===== src/rtl/pipelined_cla_subtractor.sv =====
// -----------------------------------------------------------------------------
// pipelined_cla_subtractor
//
// Pipelined N-bit subtractor: diff = (a - b - bin) mod 2^N.
// The subtraction is done as a + ~b + ~bin. The operands are split into
// SEG-bit segments, and one segment is resolved per pipeline stage. Inside a
// segment the carries come from a generate/propagate lookahead. Between
// stages the borrow is registered, so the critical path is one SEG-bit
// lookahead whatever the value of N.
//
// Ports
//   clk        rising-edge clock
//   rst_n      asynchronous active-low reset
//   in_valid   operands a/b/bin are valid
//   in_ready   operands are accepted this cycle (low while stalled or in reset)
//   a, b, bin  minuend, subtrahend, borrow in
//   out_valid  diff/bout/ovf/zero hold a result
//   out_ready  downstream takes the result this cycle
//   diff       (a - b - bin) mod 2^N
//   bout       unsigned borrow out (a < b + bin)
//   ovf        signed overflow of the two's-complement subtraction
//   zero       diff == 0
//
// Latency is N/SEG cycles and throughput is one result per cycle. A stall
// (out_valid && !out_ready) freezes every stage at once, so bubbles are not
// squeezed out.
// -----------------------------------------------------------------------------
module pipelined_cla_subtractor #(
   parameter int N   = 16,
   parameter int SEG = 4
) (
   input  logic         clk,
   input  logic         rst_n,
   input  logic         in_valid,
   output logic         in_ready,
   input  logic [N-1:0] a,
   input  logic [N-1:0] b,
   input  logic         bin,
   output logic         out_valid,
   input  logic         out_ready,
   output logic [N-1:0] diff,
   output logic         bout,
   output logic         ovf,
   output logic         zero
);

   // Keeps the division legal while the parameter check below reports the error.
   localparam int SEG_SAFE = (SEG < 1) ? 1 : SEG;
   localparam int STAGES   = N / SEG_SAFE;

   if (SEG < 1 || (N % SEG_SAFE) != 0) begin : g_param_check
      $error("pipelined_cla_subtractor: N must be a positive multiple of SEG");
   end

   // One SEG-bit carry-lookahead add. Returns {carry_out, sum}.
   // Every carry is built from flat generate/propagate terms and does not
   // ripple through the previous carry:
   //   c[i] = OR_j( g[j] & p[j+1..i-1] ) | ( p[0..i-1] & cin )
   function automatic logic [SEG_SAFE:0] cla_seg(
      input logic [SEG_SAFE-1:0] x,
      input logic [SEG_SAFE-1:0] y,
      input logic                cin
   );
      logic [SEG_SAFE-1:0] g;
      logic [SEG_SAFE-1:0] p;
      logic [SEG_SAFE:0]   c;
      logic                term;
      g    = x & y;
      p    = x ^ y;
      c    = '0;
      c[0] = cin;
      for (int i = 1; i <= SEG_SAFE; i++) begin
         c[i] = cin;
         for (int j = 0; j < i; j++) begin
            c[i] = c[i] & p[j];
         end
         for (int j = 0; j < i; j++) begin
            term = g[j];
            for (int m = j + 1; m < i; m++) begin
               term = term & p[m];
            end
            c[i] = c[i] | term;
         end
      end
      return {c[SEG_SAFE], p ^ c[SEG_SAFE-1:0]};
   endfunction

   // Per-stage pipeline registers. Stage gi has resolved segments 0..gi.
   logic [N-1:0] res_q [STAGES];   // partially resolved difference
   logic [N-1:0] a_q   [STAGES];   // operands; the upper segments are still pending
   logic [N-1:0] b_q   [STAGES];
   logic         brw_q [STAGES];   // active-high borrow out of the last resolved segment
   logic         vld_q [STAGES];
   logic         ovf_q;
   logic         zero_q;
   logic         stall;

   assign stall     = vld_q[STAGES-1] & ~out_ready;
   assign in_ready  = rst_n & ~stall;
   assign out_valid = vld_q[STAGES-1];
   assign diff      = res_q[STAGES-1];
   assign bout      = brw_q[STAGES-1];
   assign ovf       = ovf_q;
   assign zero      = zero_q;

   for (genvar gi = 0; gi < STAGES; gi++) begin : g_stage
      logic [N-1:0]      a_d;
      logic [N-1:0]      b_d;
      logic [N-1:0]      res_in;
      logic              brw_in;
      logic              vld_d;
      logic [N-1:0]      res_d;
      logic [SEG_SAFE:0] seg_sum;
      logic              brw_d;

      if (gi == 0) begin : g_src
         // The first stage works on the live inputs.
         assign a_d    = a;
         assign b_d    = b;
         assign res_in = '0;
         assign brw_in = bin;
         assign vld_d  = in_valid;
      end else begin : g_chain
         assign a_d    = a_q[gi-1];
         assign b_d    = b_q[gi-1];
         assign res_in = res_q[gi-1];
         assign brw_in = brw_q[gi-1];
         assign vld_d  = vld_q[gi-1];
      end

      // a - b - brw == a + ~b + ~brw. A carry out of 0 means a borrow.
      always_comb begin
         seg_sum = cla_seg(a_d[gi*SEG_SAFE +: SEG_SAFE],
                           ~b_d[gi*SEG_SAFE +: SEG_SAFE], ~brw_in);
         brw_d   = ~seg_sum[SEG_SAFE];
         res_d   = res_in;
         res_d[gi*SEG_SAFE +: SEG_SAFE] = seg_sum[SEG_SAFE-1:0];
      end

      // Bubbles still capture data. Only the valid bit separates them.
      always_ff @(posedge clk or negedge rst_n) begin
         if (!rst_n) begin
            res_q[gi] <= '0;
            a_q[gi]   <= '0;
            b_q[gi]   <= '0;
            brw_q[gi] <= 1'b0;
            vld_q[gi] <= 1'b0;
         end else if (!stall) begin
            res_q[gi] <= res_d;
            a_q[gi]   <= a_d;
            b_q[gi]   <= b_d;
            brw_q[gi] <= brw_d;
            vld_q[gi] <= vld_d;
         end
      end

      if (gi == STAGES - 1) begin : g_flags
         // The flags are registered together with the last segment. The
         // outputs therefore come straight from flops and reset to 0.
         logic ovf_d;
         logic zero_d;

         always_comb begin
            ovf_d  = (a_d[N-1] != b_d[N-1]) && (res_d[N-1] != a_d[N-1]);
            zero_d = (res_d == '0);
         end

         always_ff @(posedge clk or negedge rst_n) begin
            if (!rst_n) begin
               ovf_q  <= 1'b0;
               zero_q <= 1'b0;
            end else if (!stall) begin
               ovf_q  <= ovf_d;
               zero_q <= zero_d;
            end
         end
      end
   end

endmodule


===== config.mk =====
export PLATFORM = sky130hd
export DESIGN_NAME = pipelined_cla_subtractor
export DESIGN_NICKNAME = d
export VERILOG_FILES = /design/src/rtl/pipelined_cla_subtractor.sv
export SDC_FILE = /design/constraint.sdc
export NUM_CORES = 1
export LEC_CHECK = 0
export ABC_AREA = 1
export BUFFER_PORTS_ARGS = -buffer_cell sky130_fd_sc_hd__buf_2
export CORE_ASPECT_RATIO = 2
export CORE_MARGIN = 5
export CORE_UTILIZATION = 62
export DETAILED_ROUTE_END_ITERATION = 8
export HOLD_SLACK_MARGIN = 0.15
export PLACE_DENSITY_LB_ADDON = 0.15
export SETUP_SLACK_MARGIN = 0.1
export SLEW_MARGIN = 10
export SYNTH_ARGS = -nofsm -noshare
export SYNTH_HDL_FRONTEND = slang
export SYNTH_SLANG_ARGS = --single-unit

===== constraint.sdc =====
create_clock -name clk -period 2.5 [get_ports clk]
set_clock_uncertainty 0.05 [all_clocks]
set_input_delay 0.125 -clock clk [delete_from_list [all_inputs] [get_ports clk]]
set_output_delay 0.125 -clock clk [all_outputs]
set_load 0.005 [all_outputs]

==> key figures <==
Outcome
  – Run status: finished clean

Critical path
  – Critical Setup Path Class: reg2out
  – Slowest CP cell: buf_4
  – Crit path max fanout: 92
  – CP Capture Type: output port
  – Crit-path cells: inv_1 > nor2_4 > buf_4 > nor2_1 > buf_2
  – CP delay by family, top: buffers and inverters
  – Arrival time of the worst setup path: 1.72 ns
  – Worst path bufs/invs: 3
  – Worst EP required: 2.33 ns
  – Critical Path Source Type: flip-flop
  – Largest stage delay on the critical path: 0.64 ns

Detailed routing
  – Pre-Repair DR Iteration Count: 4
  – Drt total wl: 8580 um
  – DR vias: 3362
  – Via density: 5.02
  – DR WL/cell: 12.8 um
  – Uppermost layer routed: met4
  – Met3 WL: 334 um
  – WL met2: 4710 um
  – Met1 Routed Length: 3340 um
  – Antenna viol nets, final: 0
  – Drt drc: 0
  – Drt initial violations: 225

Global route
  – Initial antenna violation count: 0
  – Largest net degree at the start of global routing: 93
  – First-pass GRT wire length: 15100 um
  – Number of global-route vias before repair: 3551
  – Gr usage total: 0.212
  – GRT overflow: 0

Synth
  – Seq/Total Area, Yosys: 0.556
  – Commonest cells post-synth: nand2_1 (183), dfrtp_1 (98), inv_1 (61), o21ai_0 (57)
  – Post-synth top area share: 0.556
  – Largest cells by area after synthesis: dfrtp_1 (56%), nand2_1 (16%), o21ai_0 (6.5%), ha_1 (5.7%), inv_1 (5.2%)
  – Top_reg_cell synth: dfrtp_1
  – Asr flop ratio synth: 1.00
  – Count leader, synth: nand2_1
  – Warnings, synthesis: 0
  – Synth Register Bits: 98
  – Syn Std Cell Area: 4410 um^2
  – Number of flops mapped to enable cells by yosys: 0
  – Syn Inst Count: 496
  – Synth area leader: dfrtp_1
  – Syn Nets: 557
  – Mean post-synth cell area: 8.89 um^2
  – Post-synthesis cell type count: 20

Die
  – Core Footprint: 6940 um^2
  – Chip height: 129 um
  – IO Pins: 58
  – Rows: 43
  – Die W: 69.6 um
  – Die ar.: 9000 um^2
  – Initial Util: 0.635

Timing
  – Final Setup Violations: 0
  – Fin crit period: 1.89 ns
  – Final Max Tran Viols: 0
  – Setup TNS Final: 0 ns
  – Slew of the pin with the lowest slew margin: 0.832 ns
  – Slew HR: 0.445
  – Final Cycle Share: 0.758
  – Fin. Hold Viols: 0
  – Max frequency: 528 MHz
  – RSZ-0062 raised after global routing: no

Power
  – Final Total Pwr: 6330 uW
  – Peak VDD IR: 665 uV
  – P per Cell Area: 1190 nW/um^2
  – Leakage: 0.00285 uW

Cells and area
  – Nets@finish: 636
  – Filler Cells Inserted: 490
  – Number of antenna diodes: 0
  – Synth-to-Final Area Change: 21.0%
  – Final Cell Area: 5340 um^2
  – Layout cell share with drive strength beyond 1: 0.134

Clocking
  – CTS H-tree depth: 3
  – CTS sink count: 98
  – CTS tree: built
  – # Post-CTS Setup Buffers: 0
  – Max clock buf depth: 2
  – Clock Latency Late Sink: 0.34 ns
  – Reg clk slew, reported paths: 0.07 ns
  – CTS buffer count: 9
  – Root Driver: clkbuf_16

Place
  – IO buf count: 57
  – HPWL after DPL: 5190 um
  – Placer Congestion: 0.748
  – DP Area: 4710 um^2

Hold path
  – Worst min path class: in2reg

Run
  – MaxCap Viol Count: 0
[through the flow]
step           hold WS, ns   util  setup slack (ns)  std cells
5_1_grt              0.206  0.769             0.417        670
4_1_cts              0.176  0.769             0.569        670
3_5_place_dp        0.0941  0.678             0.815        625
3_3_place_gp        0.0862  0.678             0.866        625
2_1_floorplan       -0.221      -             0.971        496
6_report             0.176  0.769             0.606        670
[metal layers]
metal	global-route usage	vias to the layer above
met3	0.0466	13
li1	-	1684
met2	0.395	64
met1	0.226	1601
met5	0	-
met4	0.100	0
[worst reg2reg max path, delay by kind of cell, from the launching register on]
family | cells | cell delay, ns
buffers and inverters | 2 | 0.70
AO/OA/AOI/OAI | 1 | 0.35
flip-flops | 1 | 0.34
AND/OR/NAND/NOR | 1 | 0.09
[flip-flops by register name, indices dropped and copies added (netlist names)]
| signal | cells |
|---|---|
| g_stage.b_d | 24 |
| g_stage.a_d | 24 |
| ovf | 1 |
| out_valid | 1 |
| g_stage.res_in | 24 |
| bout | 1 |
| diff | 16 |
| zero | 1 |
| g_stage.vld_d | 3 |
| g_stage.brw_in | 3 |
[cells in the final DEF (no fill, tap or decap), drive strengths merged]
master       netlist  final
nand2            183    183
dfrtp             98     98
inv               62     62
o21ai             62     62
buf               18     60
dlygate4sd3        0     29
nor2              21     21
ha                20     20
clkbuf             3     12
nand3             11     11
nand3b             7      7
fa                 4      4
xor2               3      3
a31oi              2      2
bufinv             0      2
nand4              1      1
o21bai             1      1
clkinvlp           0      1
clkinv             0      1
[cell families (layout without fill, tap and decap cells)]
| logic type | count (synthesis) | after routing | share of synthesized area |
|---|---|---|---|
| adder cells (fa/ha/maj) | 24 | 24 | 0.0749 |
| buffers and inverters | 83 | 167 | 0.0868 |
| XOR/XNOR | 3 | 3 | 0.00596 |
| AND/OR/NAND/NOR | 223 | 223 | 0.201 |
| flip-flops | 98 | 98 | 0.556 |
| AO/OA/AOI/OAI | 65 | 65 | 0.0749 |
[path summary, 6_finish.rpt]
kind,startpoint,endpoint,slack [ns],cells after the start
min in group asynchronous,rst_n,g_stage[1].a_d[15],0.26,2
setup / recovery,out_valid,in_ready,0.61,5
setup reg to reg,out_valid,diff[0],0.77,4
hold reg to reg,g_stage[3].vld_d,out_valid,0.40,2
max in group asynchronous,rst_n,g_stage[1].a_d[11],1.45,3
hold / removal,a[2],g_stage[1].res_in[2],0.18,6
[cell type report]
cell class	count	area, um^2	area share
tap	90	113	0.0211
clock buffer	12	267	0.0499
multi-input combinational	315	1570	0.295
clock inverter	4	72.6	0.0136
sequential	98	2450	0.460
inverter	62	233	0.0436
timing repair buffer	89	626	0.117
[report_power, final]
part | switching (uW) | leakage, uW | internal, uW | total, uW
logic | 1310 | 0.00150 | 854 | 2160
clock network | 567 | 0.000165 | 956 | 1520
registers | 371 | 0.00118 | 2270 | 2640
total | 2250 | 0.00285 | 4080 | 6330
[what timing repair did]
item                                   4_1_cts  5_1_grt
resized for setup                            0        0
hold buffers                                29        0
endpoints found under the hold margin       67        0
(Power assumes the default switching activity.)
